[src/rtl/uart_arb_pkg.sv]
// Shared types and constants for the UART message arbiter.
package uart_arb_pkg;
  typedef enum logic [1:0] {ST_IDLE, ST_ISSUE, ST_BUSY, ST_DONE} arb_state_e;

  localparam logic [2:0] BCOUNT_MIN  = 3'd1;
  localparam logic [2:0] BCOUNT_MAX  = 3'd5;
  localparam int         TIMEOUT_DEF = 1023;
  localparam int         IDX_W       = 3;

  function automatic logic bcount_ok(input logic [2:0] bc);
    return (bc >= BCOUNT_MIN) && (bc <= BCOUNT_MAX);
  endfunction
endpackage

[src/rtl/uart_msg_arbiter_if.sv]
// Requester and buffer-controller signals of the arbiter; slave is the arbiter side.
interface uart_msg_arbiter_if #(parameter int NREQ = 4);
  logic [NREQ-1:0]       req_valid;
  logic [NREQ-1:0][31:0] req_data;
  logic [NREQ-1:0][2:0]  req_bcount;
  logic [NREQ-1:0]       req_grant;
  logic [NREQ-1:0]       req_done;
  logic [NREQ-1:0]       req_err;
  logic                  buf_start;
  logic [31:0]           buf_tbuf;
  logic [2:0]            buf_bcount;
  logic                  buf_ready;
  logic                  busy;

  modport master (
    output req_valid, req_data, req_bcount, buf_ready,
    input  req_grant, req_done, req_err, buf_start, buf_tbuf, buf_bcount, busy
  );
  modport slave (
    input  req_valid, req_data, req_bcount, buf_ready,
    output req_grant, req_done, req_err, buf_start, buf_tbuf, buf_bcount, busy
  );
endinterface

[src/rtl/uart_msg_arbiter_rr_pick.sv]
// Combinational round-robin selector: first set request after i_last, wrapping at NREQ.
module rr_pick
  import uart_arb_pkg::*;
#(
  parameter int NREQ = 4
) (
  input  logic [NREQ-1:0]  i_req,
  input  logic [IDX_W-1:0] i_last,
  output logic [NREQ-1:0]  o_gnt,
  output logic [IDX_W-1:0] o_idx,
  output logic             o_vld
);
  logic [7:0]       w_req;
  logic [IDX_W-1:0] w_pos;

  // Request vector is widened to 8 so the 3-bit position indexes it exactly.
  always_comb begin
    w_req = '0;
    w_req[NREQ-1:0] = i_req;
    o_idx = '0;
    o_vld = 1'b0;
    w_pos = i_last;
    for (int k = 0; k < NREQ; k++) begin
      w_pos = (w_pos >= IDX_W'(NREQ-1)) ? '0 : w_pos + 1'b1;
      if (!o_vld && w_req[w_pos]) begin
        o_vld = 1'b1;
        o_idx = w_pos;
      end
    end
  end

  always_comb begin
    o_gnt = '0;
    for (int i = 0; i < NREQ; i++) o_gnt[i] = o_vld && (o_idx == IDX_W'(i));
  end
endmodule

[src/rtl/uart_msg_arbiter.sv]
// Round-robin arbiter handing one latched message at a time to a UART buffer controller.
module uart_msg_arbiter
  import uart_arb_pkg::*;
#(
  parameter int NREQ    = 4,
  parameter int TIMEOUT = TIMEOUT_DEF
) (
  input logic               clk,
  input logic               rst_n,
  uart_msg_arbiter_if.slave bus
);
  localparam int CW = $clog2(TIMEOUT + 1);

  arb_state_e       r_state, w_nxt;
  logic [NREQ-1:0]  r_grant, r_done, r_err;
  logic [IDX_W-1:0] r_last, r_own, w_own;
  logic [31:0]      r_tbuf, w_sel_data;
  logic [2:0]       r_bcount, w_sel_bc;
  logic             r_start, r_busy;
  logic [CW-1:0]    r_cnt;
  logic             w_err, w_latch;
  logic [NREQ-1:0]  w_pick, w_own_oh;
  logic [IDX_W-1:0] w_pidx;
  logic             w_pvld;

  rr_pick #(.NREQ(NREQ)) u_pick (
    .i_req  (bus.req_valid),
    .i_last (r_last),
    .o_gnt  (w_pick),
    .o_idx  (w_pidx),
    .o_vld  (w_pvld)
  );

  always_comb begin
    w_sel_data = '0;
    w_sel_bc   = '0;
    for (int i = 0; i < NREQ; i++) begin
      if (w_pick[i]) begin
        w_sel_data = bus.req_data[i];
        w_sel_bc   = bus.req_bcount[i];
      end
    end
  end

  always_comb begin
    w_nxt   = r_state;
    w_own   = r_own;
    w_err   = 1'b0;
    w_latch = 1'b0;
    case (r_state)
      ST_IDLE: begin
        if (bus.buf_ready && w_pvld) begin
          w_latch = 1'b1;
          w_own   = w_pidx;
          // Malformed byte counts never reach the buffer controller.
          if (bcount_ok(w_sel_bc)) w_nxt = ST_ISSUE;
          else begin
            w_nxt = ST_DONE;
            w_err = 1'b1;
          end
        end
      end
      ST_ISSUE: begin
        if (!bus.buf_ready) w_nxt = ST_BUSY;
        else if (r_cnt == CW'(TIMEOUT - 1)) begin
          w_nxt = ST_DONE;
          w_err = 1'b1;
        end
      end
      ST_BUSY: if (bus.buf_ready) w_nxt = ST_DONE;
      ST_DONE: w_nxt = ST_IDLE;
      default: w_nxt = ST_IDLE;
    endcase
  end

  always_comb begin
    w_own_oh = '0;
    for (int i = 0; i < NREQ; i++) w_own_oh[i] = (w_own == IDX_W'(i));
  end

  always_ff @(posedge clk or negedge rst_n) begin
    if (!rst_n) r_state <= ST_IDLE;
    else        r_state <= w_nxt;
  end

  // Outputs are registered from the next state so they line up with the state they describe.
  always_ff @(posedge clk or negedge rst_n) begin
    if (!rst_n) begin
      r_own    <= '0;
      r_last   <= IDX_W'(NREQ - 1);
      r_tbuf   <= '0;
      r_bcount <= '0;
      r_cnt    <= '0;
      r_start  <= 1'b0;
      r_busy   <= 1'b0;
      r_grant  <= '0;
      r_done   <= '0;
      r_err    <= '0;
    end else begin
      r_own <= w_own;
      if (w_latch) begin
        r_tbuf   <= w_sel_data;
        r_bcount <= w_sel_bc;
      end
      r_cnt   <= (r_state == ST_ISSUE && w_nxt == ST_ISSUE) ? r_cnt + 1'b1 : '0;
      r_start <= (w_nxt == ST_ISSUE);
      r_busy  <= (w_nxt != ST_IDLE);
      r_grant <= (w_nxt == ST_ISSUE || w_nxt == ST_BUSY) ? w_own_oh : '0;
      r_done  <= (w_nxt == ST_DONE) ? w_own_oh : '0;
      r_err   <= (w_nxt == ST_DONE && w_err) ? w_own_oh : '0;
      if (r_state == ST_DONE) r_last <= r_own;
    end
  end

  assign bus.req_grant  = r_grant;
  assign bus.req_done   = r_done;
  assign bus.req_err    = r_err;
  assign bus.buf_start  = r_start;
  assign bus.buf_tbuf   = r_tbuf;
  assign bus.buf_bcount = r_bcount;
  assign bus.busy       = r_busy;
endmodule
[src/flat_wrapper.sv]
// flat-port wrapper written by rule: the top's interface ports become plain ports
module uart_msg_arbiter_flat import uart_arb_pkg::*;
#(
  parameter int NREQ    = 4,
  parameter int TIMEOUT = TIMEOUT_DEF
)
  (clk, rst_n, bus_req_valid, bus_req_data, bus_req_bcount, bus_buf_ready, bus_req_grant, bus_req_done, bus_req_err, bus_buf_start, bus_buf_tbuf, bus_buf_bcount, bus_busy);
  uart_msg_arbiter_if #(.NREQ(NREQ)) bus_i ();
  input logic clk;
  input logic rst_n;
  input wire logic [$bits(bus_i.req_valid)-1:0] bus_req_valid;
  input wire logic [$bits(bus_i.req_data)-1:0] bus_req_data;
  input wire logic [$bits(bus_i.req_bcount)-1:0] bus_req_bcount;
  input wire logic [$bits(bus_i.buf_ready)-1:0] bus_buf_ready;
  output wire logic [$bits(bus_i.req_grant)-1:0] bus_req_grant;
  output wire logic [$bits(bus_i.req_done)-1:0] bus_req_done;
  output wire logic [$bits(bus_i.req_err)-1:0] bus_req_err;
  output wire logic [$bits(bus_i.buf_start)-1:0] bus_buf_start;
  output wire logic [$bits(bus_i.buf_tbuf)-1:0] bus_buf_tbuf;
  output wire logic [$bits(bus_i.buf_bcount)-1:0] bus_buf_bcount;
  output wire logic [$bits(bus_i.busy)-1:0] bus_busy;
  assign bus_i.req_valid = bus_req_valid;
  assign bus_i.req_data = bus_req_data;
  assign bus_i.req_bcount = bus_req_bcount;
  assign bus_i.buf_ready = bus_buf_ready;
  assign bus_req_grant = bus_i.req_grant;
  assign bus_req_done = bus_i.req_done;
  assign bus_req_err = bus_i.req_err;
  assign bus_buf_start = bus_i.buf_start;
  assign bus_buf_tbuf = bus_i.buf_tbuf;
  assign bus_buf_bcount = bus_i.buf_bcount;
  assign bus_busy = bus_i.busy;
  uart_msg_arbiter #(.NREQ(NREQ), .TIMEOUT(TIMEOUT)) u_core (.clk(clk), .rst_n(rst_n), .bus(bus_i));
endmodule
[config.mk]
export PLATFORM = sky130hd
export DESIGN_NAME = uart_msg_arbiter_flat
export DESIGN_NICKNAME = d
export VERILOG_FILES = /design/src/rtl/uart_arb_pkg.sv /design/src/rtl/uart_msg_arbiter_if.sv /design/src/rtl/uart_msg_arbiter_rr_pick.sv /design/src/rtl/uart_msg_arbiter.sv /design/src/flat_wrapper.sv
export SDC_FILE = /design/constraint.sdc
export NUM_CORES = 1
export LEC_CHECK = 0
export CAP_MARGIN = 20
export CORE_MARGIN = 1.5
export CORE_UTILIZATION = 45
export DETAILED_ROUTE_END_ITERATION = 7
export PLACE_DENSITY_LB_ADDON = 0.25
export SLEW_MARGIN = 20
export SYNTH_ARGS = -nofsm -noshare
export SYNTH_HDL_FRONTEND = slang
export SYNTH_HIERARCHICAL = 1
export SYNTH_SLANG_ARGS = --single-unit
[constraint.sdc]
create_clock -name clk -period 10.1 [get_ports clk]
set_clock_uncertainty 0.1 [all_clocks]
set_input_delay 3.03 -clock clk [delete_from_list [all_inputs] [get_ports clk]]
set_output_delay 3.03 -clock clk [all_outputs]
set_load 0.01 [all_outputs]
After elaboration in Yosys (flattened, before gate mapping)
Cells that the tools add are included.
Word-level totals
  output and inout bits: 49
  bits in registers: 67
  logic and storage cells: 105
Operators by class
  reductions and logical operators: 19
  equal/unequal tests: 13
  magnitude comparators: 10
  add/subtract/negate cells: 5
  multiplexer cells: 47
Operators with widths (number)
  32-bit two-way mux: 4
  3-bit two-way mux: 14
  3-bit by 4-bit less-than comparator with 1-bit output, second input constant: 4
  1-bit two-way mux: 14
  3-bit by 1-bit adder with 3-bit output, second input constant: 4
  1-bit binary-select mux with 3-bit select: 4
  3-bit by 2-bit == test with 1-bit output, second input constant: 4
  3-bit by 2-bit >= comparator with 1-bit output, second input constant: 4
  4-bit two-way mux: 3
  1-bit logical AND: 11
  10-bit by 1-bit adder with 10-bit output, second input constant: 1
  10-bit == test, second input constant: 1
  10-bit two-way mux: 1
  2-bit two-way mux: 5
  2-bit == test, second input constant: 4
  2-bit one-hot mux with 4 select lines: 1
  3-bit by 1-bit == test with 1-bit output, second input constant: 2
  3-bit logical NOT: 2
  2-bit by 1-bit == test with 1-bit output, second input constant: 2
  3-bit by 1-bit >= comparator with 1-bit output, second input constant: 1
  3-bit <= comparator, second input constant: 1
  1-bit logical NOT: 3
  2-bit logical NOT: 1
  1-bit one-hot mux with 2 select lines: 1
  2 further kinds: 2

Longest topological paths before layout
  depth in word-level cells: 28
  gate-level depth with buffers: 25
  gate-level depth less buffers: 24

Modules after synthesis
Netlist, hierarchy kept.
Modules (own cells, without submodules)
  uart_msg_arbiter: instances 1, area an instance 3604.7 µm², cells each 402
  rr_pick: instances 1, area an instance 571.8 µm², cells each 77

Least setup slack after synthesis
No wires, ideal clock.
  path kind: input to register
  start point: in bus_req_valid[3]
  end point: reg u_core.r_err[2] (netlist: u_core/bus.req_err[2])
  library setup time: 94 ps
  cell stages on the path: 15
  path slack: 3971 ps
  required time: 9906 ps
  path buffers: 1
  arrival: 5935 ps
  cell sequence: and3_1 a2111o_1 and3_4 o21ai_2 a32oi_1 a211oi_2 buf_6 a211oi_1 a211o_1 nor2_1 nor2_1 o31ai_1 ha_1 o2111ai_2 a211oi_1
On the way
  elaborated cells on any way between the ends: 50
RTL lines
  from (decl): RTL line flat_wrapper.sv:11  | input wire logic [$bits(bus_i.req_valid)-1:0] bus_req_valid;
  1-bit binary-select mux with 3-bit select: RTL line uart_msg_arbiter_rr_pick.sv:25  | if (!o_vld && w_req[w_pos]) begin
  1-bit two-way mux (not written as such): RTL line uart_msg_arbiter_rr_pick.sv:25
  1-bit two-way mux: RTL line uart_msg_arbiter_rr_pick.sv:25
  1-bit logical NOT: RTL line uart_msg_arbiter_rr_pick.sv:25
  1-bit logical AND: RTL line uart_msg_arbiter_rr_pick.sv:25
  1-bit two-way mux: RTL line uart_msg_arbiter_rr_pick.sv:25
  1-bit logical NOT: RTL line uart_msg_arbiter_rr_pick.sv:25
  1-bit logical AND: RTL line uart_msg_arbiter_rr_pick.sv:25
  (+6 left out)
  via u_core.w_pick[1]: RTL line uart_msg_arbiter.sv:22  | logic [NREQ-1:0] w_pick, w_own_oh;
  (+4 left out)
  1-bit logical AND *: RTL line uart_arb_pkg.sv:11  | return (bc >= BCOUNT_MIN) && (bc <= BCOUNT_MAX);
  2-bit two-way mux *: RTL line uart_msg_arbiter.sv:56  | if (bcount_ok(w_sel_bc)) w_nxt = ST_ISSUE;
  2-bit two-way mux *: RTL line uart_msg_arbiter.sv:52  | if (bus.buf_ready && w_pvld) begin
  2-bit one-hot mux with 4 select lines *: RTL line uart_msg_arbiter.sv:50  | case (r_state)
  via u_core.w_nxt[1]: RTL line uart_msg_arbiter.sv:14  | arb_state_e r_state, w_nxt;
  2-bit == test *: RTL line uart_msg_arbiter.sv:110  | r_err <= (w_nxt == ST_DONE && w_err) ? w_own_oh : '0;
  1-bit logical AND *: RTL line uart_msg_arbiter.sv:110
  4-bit two-way mux *: RTL line uart_msg_arbiter.sv:110
  to (signal assigned): RTL line uart_msg_arbiter.sv:110
  to (decl): RTL line uart_msg_arbiter.sv:15  | logic [NREQ-1:0] r_grant, r_done, r_err;
Mark *: on every way through the listed nets, which the timed path passes. The rest lies on a longest branch. The select of a mux whose other input is x is not followed.
A chain may end at the register's enable or synchronous reset.

Worst setup path in the final report
  start point: in bus_req_valid[3]
  end point: reg u_core.r_err[3] (netlist: u_core/bus.req_err[3])
Same word-level chain as after synthesis.

==> results by group <==
Status
  • Status: completed

Placement
  • Routability-driven placement congestion ratio: slightly below 1
  • DP HPWL: 9.69 mm
  • Number of buffers added on ports: around 200

Worst setup path
  • Critical path start-end classification: input pin to flip-flop
  • Flop2flop setup slack: 3.47 ns
  • Required @ worst endpoint: approximately 10 ns
  • Worst reg2reg path depth: 25
  • Launching element type of the critical path: input pin
  • Max FO, Critical Path: 39
  • Worst endpoint data arrival time: 7.56 ns
  • Crit end category: flip-flop

Clocking
  • Number of buffers inserted during clock tree synthesis: 9
  • Clock latency of the later-clocked register in the worst-skew pair: between 0.3 and 0.4 ns
  • Count of buffers added by post-CTS timing repair for setup: 0
  • Reg clk slew, reported paths: 0.07 ns
  • Clock tree buffer depth: 2
  • TritonCTS clock tree: built
  • Number of gates given a new drive strength after cts: 0
  • CTS Hold Buffers Added: 0
  • Clock root buffer: clkbuf_8
  • Number of H-tree levels: 3
  • Clock sink count: 67

Global route
  • Antenna violations before repair: 0
  • Total global routing track utilization: 0.262
  • Global-route wire length before repair: 20.6 mm
  • Leftover overflow at the end of global routing: 0
  • Vias in the first global route: 4250
  • Maximum number of pins on one net before global-route repair: 74

Timing
  • Max Freq: 135 MHz
  • Unrepaired setup endpoints after global routing: no
  • Slew margin rel.: 0.433
  • Final-report max-slew violation count: 0
  • Clock period minus final worst setup slack: 7.42 ns
  • Setup_tns: 0 ns
  • Number of hold violations in the final report: 0
  • Slew at the pin closest to its max-slew limit: 0.850 ns
  • # setup viols final: 0
  • Period Utilization, post-route: 0.735

Synth
  • Total of flip-flops plus latches after synthesis: 67
  • Cells after synthesis: 479
  • Number of flops mapped to enable cells by yosys: 0
  • Number of distinct library cells after synthesis: 61
  • Syn nets: 637
  • Most used flip-flop cell after synthesis: dfrtp_1
  • Mean area per synthesized cell: 8.72 um^2
  • Post-synthesis instance area: roughly 4200 um^2
  • Total number of yosys warnings: 6
  • Async set or reset register ratio after synthesis: 1.00
  • Sequential element share of the synthesized area: 0.402

Worst hold path
  • Path category of the worst min-delay check: flip-flop to flip-flop
  • Worst hold path depth: 2

Floorplanning
  • Width of the die: 99.3 um
  • Die area: 9870 um^2
  • Number of top-level pins: slightly below 200
  • Core region area: 8850 um^2
  • Std-Cell Rows: 34
  • Die Y-Extent: ~99 um
  • Initial Utilization: 0.472

Routing
  • Antenna Violating Nets Remaining: 0
  • Average wire length per cell after detail routing: approximately 17 um
  • Via total after detailed routing: 4389
  • First-iteration detailed-routing DRC count: 227
  • Final wirelength: ~13 mm
  • First-pass iteration count of the detailed router: 4
  • Vias per Instance: 5.71
  • Number of remaining DRC errors: 0

Finish
  • Relative area change from synthesis to final layout: 53.4%
  • Most frequent standard cell in the layout excluding fill and tap cells: clkdlybuf4s50_1
  • Commonest cells after routing, fill and taps aside: clkdlybuf4s50_1 (194), dfrtp_1 (65), nand2_1 (55)
  • Net count of the finished layout: 814
  • Ratio of cells with drive above 1 in the final layout: 0.0681
  • Antenna diodes: 0

Run
  • Number of max-cap violations: 0
-- cells in the mapped netlist (2+ instances only) --
master,number,area (um^2)
nand2b_1,3,18.8
a21oi_1,43,215
nand3b_1,3,22.5
and4_1,3,26.3
and3_1,4,25.0
o21a_1,4,30.0
xor2_1,6,52.6
o211ai_1,3,22.5
a221o_1,4,40.0
nand4_1,4,25.0
buf_6,3,33.8
nand3_1,9,45.0
nor2_1,18,67.6
nand2_1,55,206
o21ai_0,37,185
clkbuf_1,24,90.1
a211o_1,4,35.0
inv_1,12,45.0
or3_1,3,18.8
dfrtp_1,65,1630
and2_1,2,12.5
ha_1,11,138
a211oi_1,4,30.0
dfstp_2,2,52.6
a32oi_1,2,17.5
nor2b_1,35,219
a221oi_1,32,280
mux2i_1,4,40.0
nor3_1,38,190
nor3b_1,4,30.0
mux2_2,4,45.0
buf_2,5,25.0
-- cell type report --
class	instances	area, um^2
clock inverter	7	116
fill	662	2440
tap	108	135
sequential	67	1680
timing repair buffer	200	1980
clock buffer	9	124
multi-input combinational	365	2320
inverter	13	48.8
-- critical path, stage by stage --
cell	delay (ns)
clkdlybuf4s50_1	0.50
and3_1	0.19
a2111o_1	0.41
and3_4	0.21
o21ai_2	0.16
a32oi_1	0.22
a211oi_4	0.28
buf_4	0.40
and2b_2	0.51
a21oi_2	0.26
o311a_1	0.23
nor2_1	0.08
o31ai_1	0.29
ha_1	0.27
o2111ai_2	0.18
a211oi_1	0.32
-- final timing paths --
| path | startpoint | endpoint |
|---|---|---|
| max | bus_req_valid[3] | u_core/bus.req_err[3] |
| min | u_core/bus.buf_tbuf[0] | u_core/bus.buf_tbuf[0] |
| max reg2reg | u_core/r_last[0] | u_core/bus.req_err[3] |
| min reg2reg | u_core/bus.buf_tbuf[0] | u_core/bus.buf_tbuf[0] |
| max in group asynchronous | rst_n | u_core/r_cnt[2] |
| min in group asynchronous | rst_n | u_core/bus.buf_tbuf[30] |
-- kinds of logic (layout without fill, tap and decap cells) --
group / after synthesis / count (layout) / share of synthesized area
buffers and inverters: 47 / 229 / 0.0503
other: 1 / 1 / 0.000898
AOI/OAI and AO/OA: 148 / 148 / 0.240
DFF: 67 / 67 / 0.402
and+or+nand+nor: 189 / 189 / 0.236
adders and majority gates: 11 / 11 / 0.0330
muxes: 9 / 9 / 0.0237
xor gates and xnor gates: 7 / 7 / 0.0147
-- routing by layer --
metal	GRT usage	wire [um]
met1	0.318	5170
met5	0	0
met3	0.0639	950
met2	0.463	6780
met4	0.0780	187
-- flip-flops by register name, indices dropped and copies added, names as in the netlist --
| signal | flops |
|---|---|
| u_core/bus.buf_tbuf | 32 |
| u_core/r_own | 3 |
| u_core/r_state | 2 |
| u_core/bus.buf_start | 1 |
| u_core/bus.req_done | 4 |
| u_core/r_cnt | 10 |
| u_core/bus.buf_bcount | 3 |
| u_core/bus.busy | 1 |
| u_core/bus.req_grant | 4 |
| u_core/bus.req_err | 4 |
| u_core/r_last | 3 |
-- metrics by stage --
stage | setup slack [ns] | instances | area [um^2] | hold slack, ns | utilization
2_1_floorplan | 3.97 | 479 | 4180 | 0.368 | -
3_3_place_gp | 2.43 | 753 | 6160 | 0.362 | 0.696
3_5_place_dp | 2.09 | 753 | 6160 | 0.369 | 0.696
4_1_cts | 2.43 | 769 | 6400 | 0.384 | 0.723
5_1_grt | 2.45 | 769 | 6400 | 0.408 | 0.724
6_report | 2.68 | 769 | 6400 | 0.380 | 0.724
Power is not shown: default switching activity piles up to over one toggle a cycle in this logic, so the estimate is an artifact.
